**src/rtl/accum_controller_if.sv**
```systemverilog
// Command/accumulator bus for accum_controller: decoder handshake, accumulator
// read-back and write strobes, plus completion and status flags.
interface accum_controller_if;
  logic        cmd_valid;
  logic        cmd_ready;
  logic [3:0]  cmd_op;
  logic [15:0] cmd_operand;
  logic [15:0] acc_in;
  logic        acc_load;
  logic [15:0] acc_load_data;
  logic        acc_valid;
  logic [15:0] acc_din;
  logic        done;
  logic        err;
  logic        flag_zero;
  logic        flag_carry;

  modport master (
    output cmd_valid, cmd_op, cmd_operand, acc_in,
    input  cmd_ready, acc_load, acc_load_data, acc_valid, acc_din,
           done, err, flag_zero, flag_carry
  );

  modport slave (
    input  cmd_valid, cmd_op, cmd_operand, acc_in,
    output cmd_ready, acc_load, acc_load_data, acc_valid, acc_din,
           done, err, flag_zero, flag_carry
  );
endinterface

```
**src/rtl/accum_controller.sv**
```systemverilog
// Sequencing controller for the 16-bit accumulator: one ALU command per handshake.
// Optional shift-add multiplier (opcode B) compiled in with ACCUM_CTRL_MUL_EN.
//
// state | meaning
// IDLE  | cmd_ready high, waiting for handshake
// EXEC  | sample acc_in, compute result (or start multiply)
// MUL   | 16 shift-add iterations, one multiplier bit per cycle
// WRITE | strobes, done and err valid for exactly this cycle
module accum_controller (
  input  logic             clk,
  input  logic             reset_n,
  accum_controller_if.slave bus
);

  typedef enum logic [1:0] {IDLE, EXEC, MUL, WRITE} state_t;

  localparam logic [3:0] OP_NOP  = 4'h0;
  localparam logic [3:0] OP_LOAD = 4'h1;
  localparam logic [3:0] OP_ADD  = 4'h2;
  localparam logic [3:0] OP_SUB  = 4'h3;
  localparam logic [3:0] OP_AND  = 4'h4;
  localparam logic [3:0] OP_OR   = 4'h5;
  localparam logic [3:0] OP_XOR  = 4'h6;
  localparam logic [3:0] OP_NOT  = 4'h7;
  localparam logic [3:0] OP_SHL  = 4'h8;
  localparam logic [3:0] OP_SHR  = 4'h9;
  localparam logic [3:0] OP_CLR  = 4'hA;
`ifdef ACCUM_CTRL_MUL_EN
  localparam logic [3:0] OP_MUL  = 4'hB;
`endif

  state_t      state;
  logic [3:0]  op_q;
  logic [15:0] operand_q;

  logic [16:0] sum;
  logic [15:0] res;
  logic        do_load;
  logic        do_write;
  logic        illegal;
  logic        upd_carry;
  logic        carry_new;
  logic        go_mul;

`ifdef ACCUM_CTRL_MUL_EN
  logic [31:0] mcand_q;
  logic [15:0] mplier_q;
  logic [31:0] prod_q;
  logic [3:0]  cnt_q;
  logic [31:0] prod_next;

  assign prod_next = prod_q + (mplier_q[0] ? mcand_q : 32'd0);
`endif

  assign sum = {1'b0, bus.acc_in} + {1'b0, operand_q};

  always_comb begin
    res       = '0;
    do_load   = 1'b0;
    do_write  = 1'b0;
    illegal   = 1'b0;
    upd_carry = 1'b0;
    carry_new = 1'b0;
    go_mul    = 1'b0;
    case (op_q)
      OP_NOP:  ;
      OP_LOAD: begin do_load = 1'b1; res = operand_q; end
      OP_ADD:  begin
        do_write = 1'b1; res = sum[15:0];
        upd_carry = 1'b1; carry_new = sum[16];
      end
      OP_SUB:  begin
        do_write = 1'b1; res = bus.acc_in - operand_q;
        upd_carry = 1'b1; carry_new = (bus.acc_in < operand_q);
      end
      OP_AND:  begin do_write = 1'b1; res = bus.acc_in & operand_q; end
      OP_OR:   begin do_write = 1'b1; res = bus.acc_in | operand_q; end
      OP_XOR:  begin do_write = 1'b1; res = bus.acc_in ^ operand_q; end
      OP_NOT:  begin do_write = 1'b1; res = ~bus.acc_in; end
      OP_SHL:  begin
        do_write = 1'b1; res = {bus.acc_in[14:0], 1'b0};
        upd_carry = 1'b1; carry_new = bus.acc_in[15];
      end
      OP_SHR:  begin
        do_write = 1'b1; res = {1'b0, bus.acc_in[15:1]};
        upd_carry = 1'b1; carry_new = bus.acc_in[0];
      end
      OP_CLR:  begin do_load = 1'b1; res = '0; end
`ifdef ACCUM_CTRL_MUL_EN
      OP_MUL:  go_mul = 1'b1;
`endif
      default: illegal = 1'b1;
    endcase
  end

  always_ff @(posedge clk or negedge reset_n) begin
    if (!reset_n) begin
      state             <= IDLE;
      op_q              <= '0;
      operand_q         <= '0;
      bus.cmd_ready     <= 1'b0;
      bus.acc_load      <= 1'b0;
      bus.acc_load_data <= '0;
      bus.acc_valid     <= 1'b0;
      bus.acc_din       <= '0;
      bus.done          <= 1'b0;
      bus.err           <= 1'b0;
      bus.flag_zero     <= 1'b0;
      bus.flag_carry    <= 1'b0;
`ifdef ACCUM_CTRL_MUL_EN
      mcand_q           <= '0;
      mplier_q          <= '0;
      prod_q            <= '0;
      cnt_q             <= '0;
`endif
    end else begin
      bus.done      <= 1'b0;
      bus.err       <= 1'b0;
      bus.acc_load  <= 1'b0;
      bus.acc_valid <= 1'b0;
      case (state)
        IDLE: begin
          if (bus.cmd_ready && bus.cmd_valid) begin
            bus.cmd_ready <= 1'b0;
            op_q          <= bus.cmd_op;
            operand_q     <= bus.cmd_operand;
            state         <= EXEC;
          end else begin
            bus.cmd_ready <= 1'b1;
          end
        end
        EXEC: begin
          if (go_mul) begin
`ifdef ACCUM_CTRL_MUL_EN
            mcand_q  <= {16'd0, bus.acc_in};
            mplier_q <= operand_q;
            prod_q   <= '0;
            cnt_q    <= 4'd15;
            state    <= MUL;
`endif
          end else begin
            state         <= WRITE;
            bus.done      <= 1'b1;
            bus.err       <= illegal;
            bus.acc_load  <= do_load;
            bus.acc_valid <= do_write;
            if (do_load)  bus.acc_load_data <= res;
            if (do_write) bus.acc_din       <= res;
            if (do_load || do_write) bus.flag_zero <= (res == 16'd0);
            if (upd_carry) bus.flag_carry <= carry_new;
          end
        end
`ifdef ACCUM_CTRL_MUL_EN
        MUL: begin
          prod_q   <= prod_next;
          mcand_q  <= mcand_q << 1;
          mplier_q <= mplier_q >> 1;
          cnt_q    <= cnt_q - 4'd1;
          // Terminal count: this edge folds in multiplier bit 15.
          if (cnt_q == 4'd0) begin
            state          <= WRITE;
            bus.done       <= 1'b1;
            bus.acc_valid  <= 1'b1;
            bus.acc_din    <= prod_next[15:0];
            bus.flag_zero  <= (prod_next[15:0] == 16'd0);
            bus.flag_carry <= |prod_next[31:16];
          end
        end
`endif
        WRITE: begin
          state         <= IDLE;
          bus.cmd_ready <= 1'b1;
        end
        default: state <= IDLE;
      endcase
    end
  end

endmodule

```
**src/flat_wrapper.sv**
```systemverilog
// flat-port wrapper written by rule: the top's interface ports become plain ports
module accum_controller_flat 
  (clk, reset_n, bus_cmd_valid, bus_cmd_op, bus_cmd_operand, bus_acc_in, bus_cmd_ready, bus_acc_load, bus_acc_load_data, bus_acc_valid, bus_acc_din, bus_done, bus_err, bus_flag_zero, bus_flag_carry);
  accum_controller_if bus_i ();
  input  logic clk;
  input  logic reset_n;
  input wire logic [$bits(bus_i.cmd_valid)-1:0] bus_cmd_valid;
  input wire logic [$bits(bus_i.cmd_op)-1:0] bus_cmd_op;
  input wire logic [$bits(bus_i.cmd_operand)-1:0] bus_cmd_operand;
  input wire logic [$bits(bus_i.acc_in)-1:0] bus_acc_in;
  output wire logic [$bits(bus_i.cmd_ready)-1:0] bus_cmd_ready;
  output wire logic [$bits(bus_i.acc_load)-1:0] bus_acc_load;
  output wire logic [$bits(bus_i.acc_load_data)-1:0] bus_acc_load_data;
  output wire logic [$bits(bus_i.acc_valid)-1:0] bus_acc_valid;
  output wire logic [$bits(bus_i.acc_din)-1:0] bus_acc_din;
  output wire logic [$bits(bus_i.done)-1:0] bus_done;
  output wire logic [$bits(bus_i.err)-1:0] bus_err;
  output wire logic [$bits(bus_i.flag_zero)-1:0] bus_flag_zero;
  output wire logic [$bits(bus_i.flag_carry)-1:0] bus_flag_carry;
  assign bus_i.cmd_valid = bus_cmd_valid;
  assign bus_i.cmd_op = bus_cmd_op;
  assign bus_i.cmd_operand = bus_cmd_operand;
  assign bus_i.acc_in = bus_acc_in;
  assign bus_cmd_ready = bus_i.cmd_ready;
  assign bus_acc_load = bus_i.acc_load;
  assign bus_acc_load_data = bus_i.acc_load_data;
  assign bus_acc_valid = bus_i.acc_valid;
  assign bus_acc_din = bus_i.acc_din;
  assign bus_done = bus_i.done;
  assign bus_err = bus_i.err;
  assign bus_flag_zero = bus_i.flag_zero;
  assign bus_flag_carry = bus_i.flag_carry;
  accum_controller u_core (.clk(clk), .reset_n(reset_n), .bus(bus_i));
endmodule
```
**config.mk**
```make
export PLATFORM = sky130hd
export DESIGN_NAME = accum_controller_flat
export DESIGN_NICKNAME = d
export VERILOG_FILES = /design/src/rtl/accum_controller_if.sv /design/src/rtl/accum_controller.sv /design/src/flat_wrapper.sv
export SDC_FILE = /design/constraint.sdc
export NUM_CORES = 1
export LEC_CHECK = 0
export CORE_UTILIZATION = 35
export CTS_CLUSTER_SIZE = 40
export DETAILED_ROUTE_END_ITERATION = 8
export PLACE_DENSITY = 0.66
export SYNTH_ARGS = -nofsm -noshare
export SYNTH_HDL_FRONTEND = slang
export SYNTH_SLANG_ARGS = --single-unit
```
**constraint.sdc**
```tcl
create_clock -name clk -period 7.3 [get_ports clk]
set_clock_uncertainty 0.2 [all_clocks]
set_input_delay 2.19 -clock clk [delete_from_list [all_inputs] [get_ports clk]]
set_output_delay 2.19 -clock clk [all_outputs]
set_load 0.03 [all_outputs]
```
==> results of run 1 <==
[state kept, by name (all words and copies together) (netlist names)]
register,flops
u_core.bus.acc_load,1
u_core.operand_q,16
u_core.bus.done,1
u_core.bus.acc_valid,1
u_core.op_q,4
u_core.bus.acc_din,16
u_core.bus.cmd_ready,1
u_core.bus.err,1
u_core.bus.flag_zero,1
u_core.bus.flag_carry,1
u_core.state,2
u_core.bus.acc_load_data,16
[layout by cell type (no fill, tap or decap), types with 3 or more instances in the layout]
cell type	synthesis	routed
sky130_fd_sc_hd__a211o_1	5	5
sky130_fd_sc_hd__a211oi_1	10	10
sky130_fd_sc_hd__a21o_1	9	9
sky130_fd_sc_hd__a21oi_1	40	40
sky130_fd_sc_hd__a221o_1	3	3
sky130_fd_sc_hd__a221oi_1	3	3
sky130_fd_sc_hd__a22o_1	4	4
sky130_fd_sc_hd__a22oi_1	9	9
sky130_fd_sc_hd__a31oi_1	7	7
sky130_fd_sc_hd__a32oi_1	6	6
sky130_fd_sc_hd__buf_4	1	8
sky130_fd_sc_hd__clkbuf_16	0	9
sky130_fd_sc_hd__clkdlybuf4s50_1	0	76
sky130_fd_sc_hd__dfrtp_1	61	61
sky130_fd_sc_hd__ha_1	55	55
sky130_fd_sc_hd__inv_1	54	54
sky130_fd_sc_hd__mux2_2	32	32
sky130_fd_sc_hd__mux2i_1	13	13
sky130_fd_sc_hd__mux4_2	3	3
sky130_fd_sc_hd__nand2_1	56	56
sky130_fd_sc_hd__nand2b_1	7	7
sky130_fd_sc_hd__nand3_1	9	9
sky130_fd_sc_hd__nand4b_1	3	3
sky130_fd_sc_hd__nor2_1	40	40
sky130_fd_sc_hd__nor2b_1	9	8
sky130_fd_sc_hd__nor3_1	15	15
sky130_fd_sc_hd__nor4_1	5	5
sky130_fd_sc_hd__o211ai_1	5	5
sky130_fd_sc_hd__o21a_1	4	4
sky130_fd_sc_hd__o21ai_0	41	40
sky130_fd_sc_hd__o21ai_1	3	4
sky130_fd_sc_hd__o22ai_1	11	11
sky130_fd_sc_hd__o2bb2ai_1	3	3
sky130_fd_sc_hd__o31ai_1	6	6
sky130_fd_sc_hd__o32ai_1	4	4
sky130_fd_sc_hd__o41ai_1	3	3
[cells by family after synthesis]
| family | Yosys count | share of synthesized area |
|---|---|---|
| flip-flops | 61 | 0.278 |
| AND/OR/NAND/NOR | 163 | 0.143 |
| buffers and inverters | 96 | 0.0739 |
| adder cells (fa/ha/maj) | 57 | 0.133 |
| XOR/XNOR | 2 | 0.00320 |
| AO/OA/AOI/OAI | 208 | 0.267 |
| multiplexers | 48 | 0.102 |
[tightest hold or removal path: stages (launching register included)]
cell and delay, ns:
sky130_fd_sc_hd__dfrtp_1 0.34, sky130_fd_sc_hd__nand2_1 0.05, sky130_fd_sc_hd__o21ai_0 0.06
[layout make-up]
cell class,count,area (µm²),area share
multi-input cells,478,3560,0.533
inverters,58,218,0.0326
flip-flops and latches,61,1530,0.228
clock buffers,11,253,0.0378
clock inverters,5,35.0,0.00524
well taps,211,264,0.0395
repair buffers,85,826,0.124
[path summary, 6_finish.rpt]
kind / endpoint / startpoint / cells past startpoint
max: u_core.bus.flag_zero / bus_acc_in[0] / 13
min: u_core.bus.acc_load_data[0] / u_core.bus.acc_load_data[0] / 2
max reg2reg: u_core.bus.flag_zero / u_core.op_q[0] / 9
min reg2reg: u_core.bus.acc_load_data[0] / u_core.bus.acc_load_data[0] / 2
max in group asynchronous: u_core.op_q[2] / reset_n / 2
min in group asynchronous: u_core.bus.acc_din[4] / reset_n / 2
[stage by stage]
stage	area [µm²]	hold WS, ns
2_1_floorplan	5480	0.306
3_3_place_gp	6390	0.261
3_5_place_dp	6390	0.270
4_1_cts	6680	0.282
5_1_grt	6680	0.291
6_report	6680	0.276
[routing by layer]
| layer | track usage | wire (µm) |
|---|---|---|
| met2 | 0.331 | 7650 |
| met5 | 0 | 0 |
| met4 | 0.0917 | 393 |
| met3 | 0.0406 | 1230 |
| met1 | 0.316 | 8070 |
[where the power goes]
part,internal [µW],switching [µW],leakage (µW),total (µW)
Sequential,498,186,0.000751,684
Clock,247,158,0.000141,406
Combinational,870,1350,0.00200,2220
Total,1620,1700,0.00289,3310
==> Flow_metrics.wiki, run 1 <==
{| class="wikitable"
! Metric !! Value
|-
| Detailed-router iteration count before antenna repair || 5
|-
| Placeable Area || 15300 µm²
|-
| Share of the synthesized area in the top cell type || 0.278
|-
| Crit path kind || primary input to register
|-
| Flops & latches, synth || 61
|-
| Leakage power summed over all cells || ~0.0029 µW
|-
| Initial detailed-routing violation count || 432
|-
| Antenna violations before repair || 0
|-
| Upper clock frequency limit || 0.173 GHz
|-
| Crit path buffers/inverters || 2
|-
| Unrepaired setup endpoints after global routing || no
|-
| Most common cell in the netlist || sky130_fd_sc_hd__dfrtp_1
|-
| Worst Path Arrival || 5.83 ns
|-
| Number of enable flip-flop cells after synthesis || 0
|-
| Residual DRC count || 0
|-
| Total power consumption of the routed design || 3310 µW
|-
| Initial core utilization || 0.359
|-
| Number of diodes || 0
|-
| Final net count || 789
|-
| Cell taking the most area after synthesis || sky130_fd_sc_hd__dfrtp_1
|-
| Final worst path period need || 5.78 ns
|-
| Post-DR wirelength/cell || 19.1 µm
|-
| Number of buffers on the longest clock path || 2
|-
| Portion of the clock cycle consumed by the worst path in the final layout || 0.791
|-
| Avg Inst Size Synth || 8.63 µm²
|-
| Post-cts sizing count || 0
|-
| Share of flip-flops with an asynchronous set or reset after synthesis || 1.00
|-
| Synth top cells by count || 61 x sky130_fd_sc_hd__dfrtp_1, 56 x sky130_fd_sc_hd__nand2_1, 55 x sky130_fd_sc_hd__ha_1, 54 x sky130_fd_sc_hd__inv_1, 41 x sky130_fd_sc_hd__o21ai_0
|-
| Ranking of synthesized cells by area || sky130_fd_sc_hd__dfrtp_1 28%, sky130_fd_sc_hd__ha_1 13%, sky130_fd_sc_hd__mux2_2 6.6%
|-
| Worst setup slack for register-to-register paths || around 3.3 ns
|-
| Hold/Removal Path Class || register to register
|-
| Tot GR Track Use || 0.222
|-
| IR Drop Worst-Case VDD || 0.000311 V
|-
| Detail Route Antenna Nets || 0
|-
| Sequential-to-total area share from yosys stat || 0.278
|-
| Maximum number of pins on one net before global-route repair || 62
|-
| Crit path max-delay family || compound AO/OA/AOI/OAI gates
|-
| Cell chain of the critical path || clkdlybuf4s50_1 -> ha_1 -> inv_1 -> fa_1 -> nand3b_1 -> a21o_1 -> nand2_1 -> a211oi_1 -> o41ai_1 -> mux2i_1 -> or3_1 -> or2_0 -> o32ai_2
|-
| Number of nets in the synthesized netlist || 731
|-
| Kind of end point of the critical path || register
|-
| Grt total ovfl || 0
|-
| Clock tree sinks || 61
|-
| Growth of design area from synthesis to finish || 21.9%
|-
| Total of warnings raised by yosys || 0
|-
| Filler cell count in the final layout || about 1500
|-
| Post-CTS clock slew at the launch and capture registers of the worst setup and hold paths || roughly 0.050 ns
|-
| Number of instances in the synthesized netlist || about 640
|-
| Worst setup slack after layout || about 1.5 ns
|-
| Crit path max fanout || 5
|-
| Worst Tran Pin Value || 1.06 ns
|-
| Top flip-flop cell by instance count after synthesis || sky130_fd_sc_hd__dfrtp_1
|-
| Row Count || 45
|-
| Global placement routability congestion || 0.914
|-
| Post-placement cell count || 893
|-
| Slowest Stage Delay on Critical Path || 0.60 ns
|-
| Finished Layout Cells || 909
|-
| Total I/O pin count || 78
|-
| Overall die width || 127 µm
|-
| Floorplan die area || 16200 µm²
|-
| Final setup violation count || 0
|-
| Routed via count divided by cell count || 5.74
|-
| Max_slew headroom || 0.291
|-
| Power density relative to cell area || 496 nW/µm²
|-
| Vertical extent of the die || 127 µm
|-
| Finished Core Util || 0.438
|-
| Post-CTS Setup Inserts || 0
|-
| Number of hold-repair buffers added at the cts stage || 0
|-
| Status || finished clean
|-
| Highest-delay cell along the critical path || sky130_fd_sc_hd__clkdlybuf4s50_1
|-
| Number of unique standard cell types used by synthesis || 82
|-
| First-pass GRT wire length || 27500 µm
|-
| Accumulated negative setup slack || 0 ns
|-
| Count of buffers inserted at the top-level ports || 77
|-
| Number of global-route vias before repair || 4928
|-
| Kind of start point of the critical path || primary input
|-
| Root buffer selected by CTS || sky130_fd_sc_hd__clkbuf_16
|-
| Syn Std Cell Area || 5480 µm²
|-
| Number of buffers created by CTS || 9
|-
| Required @ worst endpoint || 7.36 ns
|-
| Latest clock arrival within the worst-skew pair || 0.35 ns
|-
| Share of layout cells above drive strength 1 || 0.109
|-
| Worst Setup Slack post-DPL || 1.22 ns
|-
| Reported max-cap violation count || 0
|-
| Overall via count from detail_route || 5214
|-
| Final Slew Violations || 0
|-
| DP HPWL || 13100 µm
|-
| Htree depth || 3
|-
| Clock tree from TritonCTS || done
|-
| Wire length reported by the detailed router || 17300 µm
|-
| Fin. Hold Viols || 0
|}
Power figures use the tool's default switching activity.
==> inputs of run 2 (changes only) <==
==> constraint.sdc (replaced) <==
create_clock -name clk -period 5.6 [get_ports clk]
set_clock_uncertainty 0.2 [all_clocks]
set_input_delay 1.68 -clock clk [delete_from_list [all_inputs] [get_ports clk]]
set_output_delay 1.68 -clock clk [all_outputs]
set_load 0.03 [all_outputs]
==> run 2 against run 1 <==
Effect of this change: global-route usage increased by 0.14 points; sequential power increased by 33%; utilization increased by 0.39 points; clock power increased by 32%; combinational power increased by 31%; clock-buffer cell count decreased by 1.
==> Flow_metrics.wiki, run 2 (same netlist as run 1, synthesis figures left out) <==
{| class="wikitable"
! Metric !! Value
|-
| Placeable Area || 15300 µm² (unchanged)
|-
| Clock tree sinks || 61 (unchanged)
|-
| Final worst path period need || 5.13 ns
|-
| Status || finished clean
|-
| Cell chain of the critical path || clkdlybuf4s50_1 -> ha_1 -> inv_1 -> fa_1 -> nand3b_1 -> a21o_1 -> nand2_1 -> a211oi_1 -> o41ai_1 -> mux2i_1 -> or3_1 -> or2_0 -> o32ai_2
|-
| Slowest Stage Delay on Critical Path || 0.57 ns (-0.03 ns)
|-
| Number of buffers on the longest clock path || 2 (unchanged)
|-
| Number of hold-repair buffers added at the cts stage || 0 (unchanged)
|-
| Combined area of the multi-input logic cells || 3560 µm² (unchanged)
|-
| Root buffer selected by CTS || sky130_fd_sc_hd__clkbuf_16
|-
| Worst Path Arrival || 5.17 ns (-0.66 ns)
|-
| Unrepaired setup endpoints after global routing || no
|-
| Tot GR Track Use || 0.224 (+0.00143)
|-
| Power density relative to cell area || 646 nW/µm² (+30%)
|-
| Initial core utilization || 0.359 (unchanged)
|-
| Htree depth || 3 (unchanged)
|-
| Design Area, Final || 6740 µm² (+0.90%)
|-
| Hold/Removal Path Class || register to register
|-
| Number of diodes || 0 (unchanged)
|-
| Row Count || 45 (unchanged)
|-
| Count of buffers inserted at the top-level ports || 77 (unchanged)
|-
| Detailed-router iteration count before antenna repair || 5 (unchanged)
|-
| Post-DR wirelength/cell || 19.1 µm (+0.27%)
|-
| Accumulated negative setup slack || 0 ns (unchanged)
|-
| Wire length reported by the detailed router || 17500 µm (+1.0%)
|-
| DP HPWL || 13400 µm (+2.1%)
|-
| Vertical extent of the die || 127 µm (unchanged)
|-
| Launching point of the worst reg2reg path || u_core.op_q[1]
|-
| First-pass GRT wire length || 27800 µm (+0.95%)
|-
| Routed via count divided by cell count || 5.73 (-0.16%)
|-
| Required @ worst endpoint || 5.65 ns (-1.71 ns)
|-
| Filler cell count in the final layout || 1500 (-1.2%)
|-
| Largest registers ranked by flip-flop count || u_core.bus.acc_din (16), u_core.bus.acc_load_data (16), u_core.operand_q (16)
|-
| Overall via count from detail_route || 5246 (+0.61%)
|-
| Portion of the clock cycle consumed by the worst path in the final layout || 0.915
|-
| Timing startpoint of the critical path || bus_acc_in[0]
|-
| IR Drop Worst-Case VDD || 0.000429 V (+38%)
|-
| Number of buffers created by CTS || 9 (unchanged)
|-
| Clock tree from TritonCTS || done
|-
| Number of global-route vias before repair || 4939 (+0.22%)
|-
| Leakage power summed over all cells || 0.00293 µW (+1.2%)
|-
| Final setup violation count || 0 (unchanged)
|-
| Max_slew headroom || 0.308 (+0.0171)
|-
| Worst setup slack for register-to-register paths || 1.45 ns (-1.80 ns)
|-
| Most frequent cells in the layout || 76 x sky130_fd_sc_hd__clkdlybuf4s50_1, 61 x sky130_fd_sc_hd__dfrtp_1, 56 x sky130_fd_sc_hd__nand2_1
|-
| Residual DRC count || 0 (unchanged)
|-
| Total I/O pin count || 78 (unchanged)
|-
| Growth of design area from synthesis to finish || 23.0%
|-
| Initial detailed-routing violation count || 516 (+19%)
|-
| Post-cts sizing count || 0 (unchanged)
|-
| Post-CTS clock slew at the launch and capture registers of the worst setup and hold paths || 0.05 ns (about the same)
|-
| Global placement routability congestion || 0.985 (+7.8%)
|-
| Highest-delay cell along the critical path || sky130_fd_sc_hd__clkdlybuf4s50_1
|-
| Detail Route Antenna Nets || 0 (unchanged)
|-
| Maximum number of pins on one net before global-route repair || 37 (-40%)
|-
| Kind of end point of the critical path || register
|-
| Overall die width || 127 µm (unchanged)
|-
| Reported max-cap violation count || 0 (unchanged)
|-
| Worst Tran Pin Value || 1.03 ns (-0.0304 ns)
|-
| Final Slew Violations || 0 (unchanged)
|-
| Final net count || 798 (+1.1%)
|-
| Flip-flop and latch area || 1530 µm² (unchanged)
|-
| Share of layout cells above drive strength 1 || 0.116 (+0.00743)
|-
| Post-CTS Setup Inserts || 0 (unchanged)
|-
| Endpoint of the worst setup timing path || u_core.bus.flag_zero
|-
| Crit path kind || primary input to register
|-
| Worst reg-to-reg path cell count || 10 (+1)
|-
| Grt total ovfl || 0 (unchanged)
|-
| Most frequent standard cell in the layout excluding fill and tap cells || sky130_fd_sc_hd__clkdlybuf4s50_1
|-
| Endpoint of the worst register-to-register path || u_core.bus.flag_zero
|-
| Floorplan die area || 16200 µm² (unchanged)
|-
| Crit path max fanout || 4 (-1)
|-
| Latest clock arrival within the worst-skew pair || 0.34 ns (about the same)
|-
| Kind of start point of the critical path || primary input
|-
| Antenna violations before repair || 0 (unchanged)
|-
| Placement-stage cell area || 6460 µm² (+1.1%)
|-
| Upper clock frequency limit || 0.195 GHz
|-
| Fin. Hold Viols || 0 (unchanged)
|}
-- run 2: changes by cell type in the layout (fill, tap and decap cells not counted) --
cell	delta
sky130_fd_sc_hd__buf_4	+9
sky130_fd_sc_hd__clkbuf_8	-2
sky130_fd_sc_hd__bufinv_16	+1
sky130_fd_sc_hd__clkbuf_1	+1
sky130_fd_sc_hd__clkinv_2	-1
sky130_fd_sc_hd__clkinv_4	-1
-- run 2: metal layers --
layer	global-route usage	part of all wire	vias to the layer above	wire length [µm]
met3	0.0385	0.068	26	1190
met4	0.0742	0.020	0	342
met1	0.321	0.48	2532	8350
li1	-	-	2463	-
met2	0.341	0.44	225	7650
met5	0	0	-	0
-- run 2: worst max-delay path: cells and delay by family --
kind	cells	cell delay, ns
AND/OR/NAND/NOR	4	0.93
multiplexers	1	0.14
AO/OA/AOI/OAI	4	1.12
adder cells (fa/ha/maj)	2	0.67
buffers and inverters	2	0.64
-- run 2: how the worst min path moves through the flow --
stage,startpoint,endpoint,slack [ns],cells after the start
after floorplan,u_core.operand_q[15],u_core.operand_q[15],0.31,1
after global placement,u_core.bus.acc_load_data[10],u_core.bus.acc_load_data[10],0.26,2
after detailed placement,u_core.bus.acc_din[3],u_core.bus.acc_din[3],0.27,2
after CTS,u_core.bus.acc_din[3],u_core.bus.acc_din[3],0.29,2
after global routing,u_core.bus.acc_din[10],u_core.bus.acc_din[10],0.32,2
final,u_core.bus.acc_din[10],u_core.bus.acc_din[10],0.28,2
-- run 2: area by class of cell --
| cell class | instances | share of cell area |
|---|---|---|
| repair buffers | 94 | 0.133 |
| well taps | 211 | 0.0392 |
| multi-input cells | 478 | 0.528 |
| flip-flops and latches | 61 | 0.226 |
| clock inverters | 4 | 0.00761 |
| inverters | 58 | 0.0323 |
| clock buffers | 10 | 0.0340 |
-- run 2: where the power goes --
group / internal [µW] / total (µW) / switching [µW]
registers: 649 / 912 / 263
logic: 1150 / 2910 / 1750
clock network: 339 / 536 / 197
total: 2140 / 4360 / 2210
-- run 2: through the flow --
step / std cells / utilization / worst slack [ns] / hold WS, ns / power, µW
after floorplan: 635 / - / 1.20 / 0.306 / 2850
after global placement: 902 / 0.423 / 0.157 / 0.260 / 3740
after detailed placement: 902 / 0.423 / 0.160 / 0.274 / 3780
after CTS: 916 / 0.442 / 0.486 / 0.286 / 4340
after global routing: 916 / 0.442 / 0.245 / 0.316 / 4660
final: 916 / 0.442 / 0.473 / 0.279 / 4360
==> RTL edit 1 (flow settings as in run 2) <==
Build with the macro `ACCUM_CTRL_MUL_EN` defined.
--- a/src/rtl/accum_controller.sv
+++ b/src/rtl/accum_controller.sv
@@ -8,2 +8,4 @@
 // WRITE | strobes, done and err valid for exactly this cycle
+`define ACCUM_CTRL_MUL_EN
+
 module accum_controller (
Formal check against the unedited RTL: not equivalent (a bounded check fails within 4 cycles, from zero or initial values and one cycle with reset_n low).
==> RTL edit 1 against run 2 <==
- sequential share of layout area increased by 5.1 points
- power increased by 76%
- final area increased by 94%
- wire length increased by 98%
- setup slack got worse by 0.17 ns
- largest cell class unchanged
- critical path type unchanged
- sequential cell count increased by 84
- area after synthesis increased by 100%
- largest power group unchanged
- highest routed layer unchanged
- first-iteration DRC count increased by 73%
==> RTL edit 1: results (changes against run 2) <==
| Metric | Value |
|---|---|
| Global placer's final weighted congestion | 0.9482 (-3.8%) |
| Share of cells above drive strength 1 | 0.1079 (-0.008462) |
| Crit Path Max Fanout | 3 (-1) |
| Number of fill cells in the layout | 3098 (+110%) |
| Crit. Startpoint | bus_acc_in[0] |
| Top cells by count, synth | dfrtp_1, nand2_1, o21ai_0 |
| Avg Synthesized Cell Area | 8.728 um2 (+1.1%) |
| DRT iter0 DRCs | 893 (+73%) |
| Per-cell routed wire length | 19.65 um (+2.7%) |
| Status | completed |
| Reg2reg path depth | 12 (+2) |
| Number of H-tree levels | 4 (+1) |
| Worst R2R End | u_core.bus.flag_carry$_DFFE_PN0P_ |
| Dpl hpwl | 25980 um (+94%) |
| Biggest regs | u_core.mcand_q (32), u_core.prod_q (32) |
| Worst slew margin | 0.2293 (-0.07898) |
| Post-synth cell types | 89 (+8.5%) |
| Worst-case vdd ir drop | 0.3068 mV (-28%) |
| Crit-path max cell delay | 0.47 ns (-0.10 ns) |
| Clock transition at path regs | 0.07 ns (+0.02 ns) |
| Setup slack, reg-to-reg | 1.14 ns (-0.31 ns) |
| Sequential element share of the synthesized area | 0.3243 (+0.04586) |
| Post-CTS Setup Inserts | 0 (unchanged) |
| Worst Path Arrival | 5.44 ns (+0.27 ns) |
| Vias | 10156 (+94%) |
| Main area contributors after synthesis | dfrtp_1, ha_1, o21ai_0 |
| HP Start | u_core.bus.acc_din[10]$_DFFE_PN0P_ |
| First-pass GRT wire length | 55070 um (+98%) |
| Leakage power | 0.005833 uW (+99%) |
| Number of nets in the layout | 1479 (+85%) |
| Syn_nets | 1411 (+93%) |
| Max Buffers Root-to-Sink | 2 (unchanged) |
| Clock buffer count from CTS | 17 (+8) |
| Skew-Pair Late Insertion Delay | 0.44 ns (+0.10 ns) |
| Pre-CTS setup slack | -0.05095 ns (-0.2112 ns) |
| RR Startpoint | u_core.mplier_q[0]$_DFFE_PN0P_ |
| Vias in the first global route | 9859 (+100%) |
| Cell Count Post-Placement | 1733 (+92%) |
| Vias per std cell | 5.754 (+0.47%) |
| Critical Path Slowest Stage Cell | a211oi_1 |
| Dpl cell area | 12500 um2 (+93%) |
| GRT Total Usage | 0.2143 (-0.009579) |
-- RTL edit 1: kinds of logic after synthesis --
| kind of cell | after synthesis | share of synthesized area |
|---|---|---|
| adders and majority gates | 90 | 0.1026 |
| AOI/OAI and AO/OA | 428 | 0.2576 |
| DFF | 145 | 0.3243 |
| buffers and inverters | 137 | 0.05334 |
| and+or+nand+nor | 371 | 0.1610 |
| muxes | 84 | 0.07995 |
| xor gates and xnor gates | 27 | 0.02113 |
-- RTL edit 1: per-layer routing --
| metal | part of all wire | wire length (um) | up-vias | track usage |
|---|---|---|---|---|
| met2 | 0.48 | 16680 | 328 | 0.3564 |
| met5 | 0 | 0 | - | 0 |
| met3 | 0.054 | 1883 | 61 | 0.03286 |
| met4 | 0.029 | 998 | 0 | 0.07624 |
| met1 | 0.44 | 15130 | 4953 | 0.2817 |
| li1 | - | - | 4814 | - |
-- RTL edit 1: per-stage QoR --
| step | hold WS, ns | total power [uW] | util |
|---|---|---|---|
| floorplan | 0.2496 | 4884 | - |
| CTS | 0.2864 | 7638 | 0.4161 |
| global route | 0.3095 | 8158 | 0.4161 |
| global placement | 0.2612 | 6393 | 0.3971 |
| detailed placement | 0.2703 | 6435 | 0.3971 |
| finish | 0.2785 | 7659 | 0.4161 |
-- RTL edit 1: layout make-up --
cell class | count | share of cell area
sequential | 145 | 0.2771
clock inverter | 14 | 0.01194
timing repair buffer | 125 | 0.08647
multi-input combinational | 1000 | 0.5351
tap | 402 | 0.03841
clock buffer | 18 | 0.03354
inverter | 61 | 0.01749
-- RTL edit 1: worst max-delay path by stage --
| stage | endpoint | slack (ns) | depth (start not counted) |
|---|---|---|---|
| final | u_core.bus.flag_zero$_DFFE_PN0P_ | 0.31 | 15 |
| after global routing | u_core.bus.flag_zero$_DFFE_PN0P_ | 0.04 | 15 |
| after CTS | u_core.bus.flag_zero$_DFFE_PN0P_ | 0.40 | 15 |
| after detailed placement | u_core.bus.flag_zero$_DFFE_PN0P_ | -0.05 | 15 |
| after global placement | u_core.bus.flag_zero$_DFFE_PN0P_ | 0.11 | 15 |
| after floorplan | u_core.bus.flag_zero$_DFFE_PN0P_ | 1.01 | 14 |
-- RTL edit 1: where the power goes --
part           internal, uW  switching [uW]  leakage, uW
combinational          1790            2790      0.00370
sequential             1460             453      0.00183
clock                   649             526     0.000296
total                  3890            3760      0.00583
-- RTL edit 1: worst register-to-register path, cell delays in order, from the launching register on --
cell	delay, ns
dfrtp_1	1.01
and2_1	0.27
ha_1	0.29
a211oi_1	0.28
a2bb2oi_1	0.31
a21boi_0	0.29
and2_1	0.20
o21ai_1	0.10
xor2_1	0.17
a2111oi_2	0.55
nand4b_1	0.16
a2111oi_0	0.37
a31oi_1	0.13
==> RTL edit 2 (flow settings as in run 2) <==
Without the edit above. Re-encode `state_t` (4 states) as one-hot, 4 bits wide.
--- a/src/rtl/accum_controller.sv
+++ b/src/rtl/accum_controller.sv
@@ -14,3 +14,3 @@
 
-  typedef enum logic [1:0] {IDLE, EXEC, MUL, WRITE} state_t;
+  typedef enum logic [3:0] {IDLE = 4'b0001, EXEC = 4'b0010, MUL = 4'b0100, WRITE = 4'b1000} state_t;
 
Behaviour: no difference found for any inputs over 10 cycles, from zero or initial values and one cycle with reset_n low; not proved beyond that.
==> RTL edit 2 against run 2 <==
- utilization shrank 0.098 points
- setup slack gained 0.045 ns
- sequential cell count grew 1
- final cell count grew 3.2%
- wire length shrank 1.1%
- power shrank 4.9%
- final area shrank 0.22%
- area after synthesis is the same
- critical endpoint unchanged
- largest cell class unchanged
==> RTL edit 2: results (changes against run 2) <==
| Metric | Value |
|---|---|
| Status | completed |
| Global placer's final weighted congestion | 0.9055 (-8.1%) |
| Sequential element share of the synthesized area | 0.2832 (+0.004792) |
| Post-CTS Setup Inserts | 0 (unchanged) |
| Number of nets in the layout | 822 (+3.0%) |
| Met2 routed WL | 7603 um (-0.58%) |
| Vias in the first global route | 5147 (+4.2%) |
| Post-cts sizing count | 0 (unchanged) |
| Vias | 5437 (+3.6%) |
| Synthesis Warnings | 0 (unchanged) |
| Top cells by count, synth | nand2_1, o21ai_0, dfrtp_1 |
| Crit Path Max Fanout | 5 (+1) |
| Worst slew margin | 0.3361 (+0.02785) |
| Clock buffer count from CTS | 9 (unchanged) |
| Share of cells above drive strength 1 | 0.08038 (-0.03593) |
| Initial antenna violation count | 0 (unchanged) |
| Worst Path Arrival | 5.16 ns (about the same) |
| Port Buf Inserts | 77 (unchanged) |
| Leakage power | 0.002906 uW (-0.67%) |
| Worst-case vdd ir drop | 0.2582 mV (-40%) |
| GRT Total Usage | 0.2245 (+0.0005419) |
| DR WL met3 | 1616 um (+36%) |
| M2 GR Usage | 0.3445 (+0.003878) |
| Diode count | 0 (unchanged) |
| Min Hold Slack | 0.2731 ns (-0.005463 ns) |
| Max Buffers Root-to-Sink | 2 (unchanged) |
| Root Buffer | clkbuf_16 |
| Per-cell routed wire length | 18.35 um (-4.1%) |
| Biggest regs | u_core.bus.acc_din (16), u_core.bus.acc_load_data (16), u_core.operand_q (16) |
| Post-synth cell types | 89 (+8.5%) |
| Number of fill cells in the layout | 1514 (+0.93%) |
| Pin count of the biggest net entering global routing | 36 (-2.7%) |
| Met1 Track Usage GR | 0.3073 (-0.01335) |
| M1 WL | 7740 um (-7.2%) |
| Setup slack, reg-to-reg | 1.95 ns (+0.50 ns) |
| GR met3 Demand/Resource | 0.05109 (+0.01256) |
| Number of H-tree levels | 3 (unchanged) |
| Dpl hpwl | 12730 um (-5.1%) |
| First-pass GRT wire length | 27970 um (+0.62%) |
| Main area contributors after synthesis | dfrtp_1, ha_1, o21ai_0 |
| Syn_nets | 760 (+4.0%) |
| DRT iter0 DRCs | 559 (+8.3%) |
RTL edit 2: cell types whose count changed after synthesis, moves of 6 or more:
cell	before	now
nand2_1	56	82
mux2_2	32	7
o21ai_0	41	63
mux2i_1	13	3
a21oi_1	40	49
a211oi_1	10	3
nand3b_1	1	7
nor2_1	40	34
o21a_1	4	10
o21bai_1	0	6
RTL edit 2: worst max-delay path, stage by stage:
cell	delay, ns
clkdlybuf4s50_1	0.51
inv_1	0.12
ha_1	0.17
inv_1	0.06
fa_1	0.44
nor2b_1	0.18
a211oi_1	0.32
o32a_1	0.19
a21oi_1	0.08
a2111oi_2	0.58
and2_1	0.21
nand4_1	0.11
nor4b_1	0.31
a41o_1	0.21
RTL edit 2: layout make-up:
class,instances,area (um2),share of cell area
inverters,50,187.7,0.02790
repair buffers,88,848.3,0.1261
flip-flops and latches,62,1553,0.2308
clock inverters,6,86.33,0.01283
well taps,211,264.0,0.03925
clock buffers,10,229.0,0.03404
multi-input cells,518,3558,0.5290
RTL edit 2: kinds of logic after synthesis:
group	count (synthesis)	share of synthesized area
buffers and inverters	87	0.06892
multiplexers	10	0.01985
flip-flops	62	0.2832
adder cells (fa/ha/maj)	54	0.1260
AO/OA/AOI/OAI	236	0.2951
XOR/XNOR	2	0.003195
AND/OR/NAND/NOR	216	0.2038
RTL edit 2: through the flow:
step / cell area, um2 / power (uW) / setup WS, ns / std cells
2_1_floorplan: 5483 / 2658 / 1.231 / 667
3_3_place_gp: 6411 / 3478 / 0.3679 / 929
3_5_place_dp: 6411 / 3495 / 0.2337 / 929
4_1_cts: 6726 / 4112 / 0.5846 / 945
5_1_grt: 6726 / 4441 / 0.2631 / 945
6_report: 6726 / 4144 / 0.5184 / 945
RTL edit 2: worst paths after layout:
| check | startpoint | endpoint | cells past startpoint |
|---|---|---|---|
| setup / recovery | bus_acc_in[0] | u_core.bus.flag_zero$_DFFE_PN0P_ | 14 |
| hold / removal | u_core.bus.acc_din[2]$_DFFE_PN0P_ | u_core.bus.acc_din[2]$_DFFE_PN0P_ | 2 |
| setup reg to reg | u_core.op_q[3]$_DFFE_PN0P_ | u_core.bus.flag_zero$_DFFE_PN0P_ | 9 |
| hold reg to reg | u_core.bus.acc_din[2]$_DFFE_PN0P_ | u_core.bus.acc_din[2]$_DFFE_PN0P_ | 2 |
| max in group asynchronous | reset_n | u_core.bus.acc_load$_DFF_PN0_ | 2 |
| min in group asynchronous | reset_n | u_core.operand_q[6]$_DFFE_PN0P_ | 1 |
RTL edit 2: where the power goes:
group	switching, uW	internal, uW	leakage (uW)
Combinational	1660	1030	0.00202
Sequential	213	646	0.000738
Clock	209	388	0.000152
Total	2080	2060	0.00291
